===== config.mk =====
export PLATFORM = sky130hd
export DESIGN_NAME = ecg_segment_framer
export DESIGN_NICKNAME = d
export VERILOG_FILES = /design/src/rtl/ecg_segment_framer.sv
export SDC_FILE = /design/constraint.sdc
export NUM_CORES = 1
export LEC_CHECK = 0
export BUFFER_PORTS_ARGS = -buffer_cell sky130_fd_sc_hd__buf_2
export CORE_ASPECT_RATIO = 1.1
export CORE_MARGIN = 1
export CORE_UTILIZATION = 35
export CTS_CLUSTER_DIAMETER = 30
export DETAILED_ROUTE_END_ITERATION = 12
export GPL_TIMING_DRIVEN = 1
export SLEW_MARGIN = 20
export SYNTH_ARGS = -nofsm -noshare
export SYNTH_HDL_FRONTEND = slang
export SYNTH_SLANG_ARGS = --single-unit
export TNS_END_PERCENT = 30

===== constraint.sdc =====
create_clock -name clk -period 2.2 [get_ports clk]
set_clock_uncertainty 0.15 [all_clocks]
set_input_delay 0.44 -clock clk [delete_from_list [all_inputs] [get_ports clk]]
set_output_delay 0.44 -clock clk [all_outputs]
set_load 0.01 [all_outputs]

===== src/rtl/ecg_segment_framer.sv =====
// ecg_segment_framer
// Builds a sliding window of filtered ECG samples for the combinational CNN
// classifier, holds it stable for the classifier settle time, then captures the
// class flags and hands them downstream tagged with a running segment number.
module ecg_segment_framer #(
    parameter int SAMPLE_W = 16,
    parameter int SEG_LEN  = 32,
    parameter int HOP      = 32,
    parameter int CLS_LAT  = 2,
    parameter int CLS_W    = 8
) (
    input  logic                         clk,
    input  logic                         rst,
    input  logic                         s_valid,
    output logic                         s_ready,
    input  logic [SAMPLE_W-1:0]          s_data,
    output logic [SEG_LEN*SAMPLE_W-1:0]  seg_out,
    output logic                         seg_valid,
    input  logic [CLS_W-1:0]             cls_in,
    output logic                         res_valid,
    input  logic                         res_ready,
    output logic [CLS_W-1:0]             res_class,
    output logic [15:0]                  res_seg_id
);

    localparam int CNT_W = $clog2(SEG_LEN + 1);
    localparam int LAT_W = $clog2(CLS_LAT + 1);

    typedef enum logic [1:0] {
        FILL = 2'd0,
        EVAL = 2'd1,
        HOLD = 2'd2
    } state_e;

    state_e                             state_q,     state_d;
    logic [SEG_LEN-1:0][SAMPLE_W-1:0]   win_q,       win_d;
    logic [CNT_W-1:0]                   new_cnt_q,   new_cnt_d;
    logic [LAT_W-1:0]                   lat_cnt_q,   lat_cnt_d;
    logic                               primed_q,    primed_d;
    logic                               s_ready_q,   s_ready_d;
    logic                               seg_valid_q, seg_valid_d;
    logic                               res_valid_q, res_valid_d;
    logic [CLS_W-1:0]                   res_class_q, res_class_d;
    logic [15:0]                        res_seg_id_q, res_seg_id_d;

    logic                               accept;
    logic [CNT_W-1:0]                   target;

    // s_ready comes straight from a flop, so accept never loops back into s_ready
    assign accept = s_valid && s_ready_q;
    // the very first window needs a full fill; after that only HOP fresh samples
    assign target = primed_q ? CNT_W'(HOP) : CNT_W'(SEG_LEN);

    // Next-state: window shift on accept, FSM sequencing and registered outputs
    always_comb begin
        state_d      = state_q;
        win_d        = win_q;
        new_cnt_d    = new_cnt_q;
        lat_cnt_d    = lat_cnt_q;
        primed_d     = primed_q;
        s_ready_d    = s_ready_q;
        seg_valid_d  = seg_valid_q;
        res_valid_d  = res_valid_q;
        res_class_d  = res_class_q;
        res_seg_id_d = res_seg_id_q;

        if (accept) begin
            // oldest sample falls off index 0, newest lands at the top
            for (int i = 0; i < SEG_LEN - 1; i++) begin
                win_d[i] = win_q[i+1];
            end
            win_d[SEG_LEN-1] = s_data;
            new_cnt_d        = new_cnt_q + CNT_W'(1);
        end

        case (state_q)
            FILL: begin
                if (accept && ((new_cnt_q + CNT_W'(1)) == target)) begin
                    state_d     = EVAL;
                    lat_cnt_d   = '0;
                    primed_d    = 1'b1;
                    new_cnt_d   = '0;
                    s_ready_d   = 1'b0;
                    seg_valid_d = 1'b1;
                end
            end
            EVAL: begin
                lat_cnt_d = lat_cnt_q + LAT_W'(1);
                if (lat_cnt_q == LAT_W'(CLS_LAT - 1)) begin
                    res_class_d = cls_in;
                    res_valid_d = 1'b1;
                    state_d     = HOLD;
                end
            end
            HOLD: begin
                if (res_ready) begin
                    res_valid_d  = 1'b0;
                    res_seg_id_d = res_seg_id_q + 16'd1;
                    state_d      = FILL;
                    s_ready_d    = 1'b1;
                    seg_valid_d  = 1'b0;
                end
            end
            default: begin
                state_d     = FILL;
                s_ready_d   = 1'b1;
                seg_valid_d = 1'b0;
                res_valid_d = 1'b0;
            end
        endcase
    end

    // State and output registers; reset discards the window and any pending result
    always_ff @(posedge clk) begin
        if (rst) begin
            state_q      <= FILL;
            win_q        <= '0;
            new_cnt_q    <= '0;
            lat_cnt_q    <= '0;
            primed_q     <= 1'b0;
            s_ready_q    <= 1'b1;
            seg_valid_q  <= 1'b0;
            res_valid_q  <= 1'b0;
            res_class_q  <= '0;
            res_seg_id_q <= '0;
        end else begin
            state_q      <= state_d;
            win_q        <= win_d;
            new_cnt_q    <= new_cnt_d;
            lat_cnt_q    <= lat_cnt_d;
            primed_q     <= primed_d;
            s_ready_q    <= s_ready_d;
            seg_valid_q  <= seg_valid_d;
            res_valid_q  <= res_valid_d;
            res_class_q  <= res_class_d;
            res_seg_id_q <= res_seg_id_d;
        end
    end

    assign s_ready    = s_ready_q;
    assign seg_out    = win_q;
    assign seg_valid  = seg_valid_q;
    assign res_valid  = res_valid_q;
    assign res_class  = res_class_q;
    assign res_seg_id = res_seg_id_q;

endmodule


; ---- Yosys cells after proc, flatten, opt, wreduce, memory -nomap -nowiden
; Index checks and enable logic that the tools add are counted.
[word_totals]
register_bits = 549
in_bits = 28
output_inout_bits = 539
wordCells = 79
[classes]
add_sub_neg = 3
eq_ne = 7
mux = 17
bitwise_logic = 2
reduce_logical = 10
[op_table]
columns = operator, count
row1 = $mux W6, 3
row2 = $add A16 B1 Y16 const B, 1
row3 = $pmux W1 S3, 3
row4 = $reduce_and A3 Y1, 3
row5 = $mux W2, 4
row6 = $add A6 B1 Y6 const B, 1
row7 = $eq A6 B6 Y1 const B, 1
row8 = $ne A2 B2 Y1 const B, 3
row9 = $pmux W2 S3, 1
row10 = $reduce_and A2 Y1, 3
row11 = $mux W1, 5
row12 = $eq A2 B1 Y1 const B, 2
row13 = $pmux W2 S2, 1
row14 = $add A2 B1 Y2 const B, 1
row15 = $eq A2 B2 Y1 const B, 1
row16 = $logic_and A1 B1 Y1, 2
row17 = $logic_not A2 Y1, 1
row18 = $not A1 Y1, 2
row19 = $reduce_bool A2 Y1, 1

; ---- Depth between registers and ports, before layout
[depth]
ltp_word = 5
mapped_depth = 7
depth_no_buf = 6

; ---- Worst setup path before layout
; OpenSTA, ideal clock, no wires.
[synth_timing]
kind = reg2reg
startpoint = register res_seg_id_q[2], in the netlist res_seg_id[2]
endpoint = register res_seg_id_q[13], in the netlist res_seg_id[13]
setup_time_ns = 0.121
t_arrival_ns = 1.528
required_time_ns = 1.929
setup_slack_ns = 0.401
path_stages_with_launch = 5
n_path_buf = 0
path_cell_list = dfxtp_1 nand4b_2 nor4_4 nand3_2 mux2_4
[synth_via]
elab_chain_len = 1
[synth_rtl]
columns = item, line
row1 = start: declaration, 44  ; logic [15:0] res_seg_id_q, res_seg_id_d;
row2 = start signal: assignment, 136  ; res_seg_id_q <= res_seg_id_d;
row3 = $add A16 B1 Y16, 98  ; res_seg_id_d = res_seg_id_q + 16'd1;
; Every way passes these cells.
; A chain may end at the register's enable or synchronous reset.

; ---- Final worst setup path
[layout_timing]
startpoint = register new_cnt_q[1]
endpoint = register seg_valid_q, in the netlist seg_valid
[layout_via]
elab_chain_len = 5
[layout_rtl]
columns = item, line
row1 = start: declaration, 37  ; logic [CNT_W-1:0] new_cnt_q, new_cnt_d;
row2 = start signal: assignment, 129  ; new_cnt_q <= new_cnt_d;
row3 = $add A6 B1 Y6, 78  ; if (accept && ((new_cnt_q + CNT_W'(1)) == target)) begin
row4 = $eq A6 B6 Y1, 78
row5 = $logic_and A1 B1 Y1, 78
row6 = $ne A2 B2 Y1 (no line), -
row7 = $reduce_and A3 Y1 (no line), -
row8 = end signal: assignment, 133  ; seg_valid_q <= seg_valid_d;
row9 = end: declaration, 41  ; logic seg_valid_q, seg_valid_d;
; Every way passes these cells.

==> impl_metrics.csv <==
group,metric,value,unit
layout,regArea,11000,um^2
global_routing,gr-max-usage-layer,"met2",
setup_path,cp-start-kind,"flip-flop",
outcome,outcome,"complete, no violations",
floorplan,start_util,0.355,
layout,final_nets,3048,
setup_path,required,2.62,ns
global_routing,grt_overflow,0,
global_routing,met2_usage,0.364,
setup_path,crit_path_end,"seg_valid",
placement,dpl_cell_area,23000,um^2
pwr,p_sw,6.10,mW
floorplan,die_w,224,um
drt,finalWirelength,64.5,mm
pwr,intPower,22.1,mW
drt,ant_nets,0,
layout,multi_input_area,7340,um^2
setup_path,worstPathMaxFanout,7,
timing,worstMarginPinSlew,0.509,ns
layout,drive_above_1_share,0.270,
pwr,max-vdd-ir-drop,0.000579,V
timing,maxSlewViolCount,0,
pwr,seqPwrFrac,0.357,
drt,drtIter0Drc,1219,
synthesis,synthFlopType,"dfxtp_1",
setup_path,reg2reg_to,"seg_valid",
drt,dr_total_vias,18564,
timing,max-slew-margin-rel,0.659,
worst_hold_path,hp-start,"s_valid",
global_routing,antenna_found_initial,0,
clock_tree,cts_tree,"done",
synthesis,post-synth-top-area-cell,"dfxtp_1",
timing,rsz0062_at_grt,"no",
timing,hold_ws,0.258,ns
clock_tree,postCtsSetupBuffers,0,
global_routing,grt_usage,0.223,
synthesis,yosys-top-cells-area,"dfxtp_1 58%, nand2_1 21%, a21oi_1 14%, clkbuf_1 2.9%, buf_2 0.53%",
synthesis,yosysSeqAreaShare,0.577,
floorplan,die_y,247,um
layout,design_area,27200,um^2
timing,setup-tns-final,0,ns
placement,place_congestion,0.870,
synthesis,synth_top_area_frac,0.577,
global_routing,grt_pass1_wl,97.7,mm
setup_path,r2r_cells,5,
drt,wl_per_cell,16.8,um
pwr,p_per_area,1030,nW/um^2
setup_path,ff2ff_setup_slack,0.25,ns
layout,antenna_cells,0,
clock_tree,cts-root-buf,"clkbuf_16",
layout,area_growth_syn_to_layout,42.9,%
worst_hold_path,worstHoldPathCells,4,
global_routing,first_global_vias,17385,
synthesis,syn_nets,2452,
global_routing,grt_max_degree,105,
synthesis,yosysWarnings,0,
clock_tree,cts_sinks,549,
synthesis,ys_types,45,
synthesis,async_flop_share,0,
synthesis,avgSynthCellArea,7.87,um^2
timing,clock.fmax,0.513,GHz
timing,post-route-min-period,1.95,ns
layout,fillers,5170,
clock_tree,numCtsBuffers,113,
floorplan,core,53700,um^2
pwr,p_clk_frac,0.614,
placement,hpwlAfterDp,45.5,mm
setup_path,worstSetupPathType,"reg2reg",
synthesis,synth-seq-cells,549,
global_routing,use_met3,0.0654,
setup_path,cp.arrival,2.37,ns
synthesis,netlist_instances,2420,
timing,hold_violations,0,
drt,first_pass_iters,5,
synthesis,syn_area,19100,um^2
timing,finalCritPeriodShare,0.886,
floorplan,row_count,89,
pwr,p_sw_frac,0.217,
floorplan,die-area,55400,um^2
setup_path,regToRegStartpoint,"new_cnt_q[1]",
floorplan,ios,567,
setup_path,crit_start,"new_cnt_q[1]",
pwr,leakage,11.3,nW
timing,setup-violations-final,0,
worst_hold_path,hp-class,"in2reg",
setup_path,cp-end-kind,"flip-flop",
clock_tree,htree_levels,3,
synthesis,synth_edf_count,0,
drt,vias_per_cell,4.84,
clock_tree,path_clk_slew,0.04,ns
flow_run,cap_violations,0,
drt,route.detailed.drc,0,
clock_tree,clock_latency,0.64,ns
placement,portBuffers,566,
clock_tree,clk_path_buf_depth,3,
pwr,combPwrFrac,0.029,
global_routing,met1_usage,0.266,
## through the flow
step | instances | total power [mW] | worst slack [ns] | utilization
2_1_floorplan | 2420 | 10.7 | 0.401 | -
3_3_place_gp | 3603 | 11.0 | 0.294 | 0.429
3_5_place_dp | 3603 | 11.0 | 0.280 | 0.429
4_1_cts | 3834 | 28.4 | 0.183 | 0.507
5_1_grt | 3834 | 29.0 | 0.158 | 0.507
6_report | 3834 | 28.2 | 0.250 | 0.507
## area by class of cell
class / instances / area share
clock buffer: 152 / 0.119
tap: 728 / 0.0335
inverter: 7 / 0.000965
sequential: 549 / 0.404
timing repair buffer: 661 / 0.147
multi-input combinational: 1684 / 0.270
clock inverter: 53 / 0.0259
## worst max-delay path: stages, from the launching register on
cell and delay (ns):
dfxtp_1 0.45, ha_1 0.30, and4_1 0.22, o211ai_1 0.14, a211oi_2 0.40, a22o_1 0.21
## synth_stat cells, types with 2 or more instances
library cell  instances
a21oi_1             530
a31oi_1               2
and2_1                3
and4_1                2
buf_1                10
buf_2                20
clkbuf_1            149
dfxtp_1             549
ha_1                  4
inv_1                 7
mux2i_1               2
nand2_1            1049
nand3_1               3
nand4_1               8
nor2_1               22
nor2b_1               2
nor3_1               10
nor4_1                2
o21ai_0               3
o31ai_1               3
or4_1                 3
xnor2_1              10
xor2_1                5
## worst min-delay path by stage
| stage | endpoint | slack, ns |
|---|---|---|
| 6_report | seg_out[41] | 0.26 |
| 5_1_grt | seg_out[41] | 0.30 |
| 4_1_cts | seg_out[42] | 0.24 |
| 3_5_place_dp | seg_out[11] | 0.30 |
| 3_3_place_gp | seg_out[9] | 0.29 |
| 2_1_floorplan | lat_cnt_q[1] | 0.31 |
## routing by layer
layer	wire, um	part of all wire
met1	26200	0.41
met2	30500	0.47
met3	5160	0.080
met4	2650	0.041
met5	0	0
## power by group through the flow
stage	Clock (mW)	Combinational, mW	Sequential [mW]
final	17.3	0.821	10.0
after global routing	18.1	0.890	10.0
after CTS	17.6	0.822	10.0
after detailed placement	0	0.784	10.2
after global placement	0	0.776	10.2
after floorplan	0	0.437	10.2
## kinds of logic (layout without fill, tap and decap cells)
kind of cell / after synthesis / after routing / share of synthesized area
adder cells (fa/ha/maj): 4 / 4 / 0.00263
AO/OA/AOI/OAI: 546 / 546 / 0.146
flip-flops: 549 / 549 / 0.577
AND/OR/NAND/NOR: 1116 / 1116 / 0.228
XOR/XNOR: 15 / 15 / 0.00690
buffers and inverters: 187 / 873 / 0.0384
multiplexers: 3 / 3 / 0.00184
## placed cells by master (no fill, tap or decap), drive strengths merged, types with 4 or more instances in the layout
cell,instances
clkinv,19
buf,635
dfxtp,549
xor2,5
a21oi,530
ha,4
bufinv,13
inv,16
clkinvlp,12
dlygate4sd3,26
clkbuf,152
nand4,8
nand3,4
nor2,22
nor3,10
nand2,1050
xnor2,10
## state kept, by name (all words and copies together) (netlist names)
register    count
seg_out       512
res_seg_id     16
lat_cnt_q       2
res_valid       1
seg_valid       1
new_cnt_q       6
res_class       8
s_ready         1
state_q         2
## what timing repair did
action,4_1_cts,5_1_grt
hold buffers,26,0
hold endpoints to repair,38,0
resized for setup,0,0
Power figures use the tool's default switching activity.
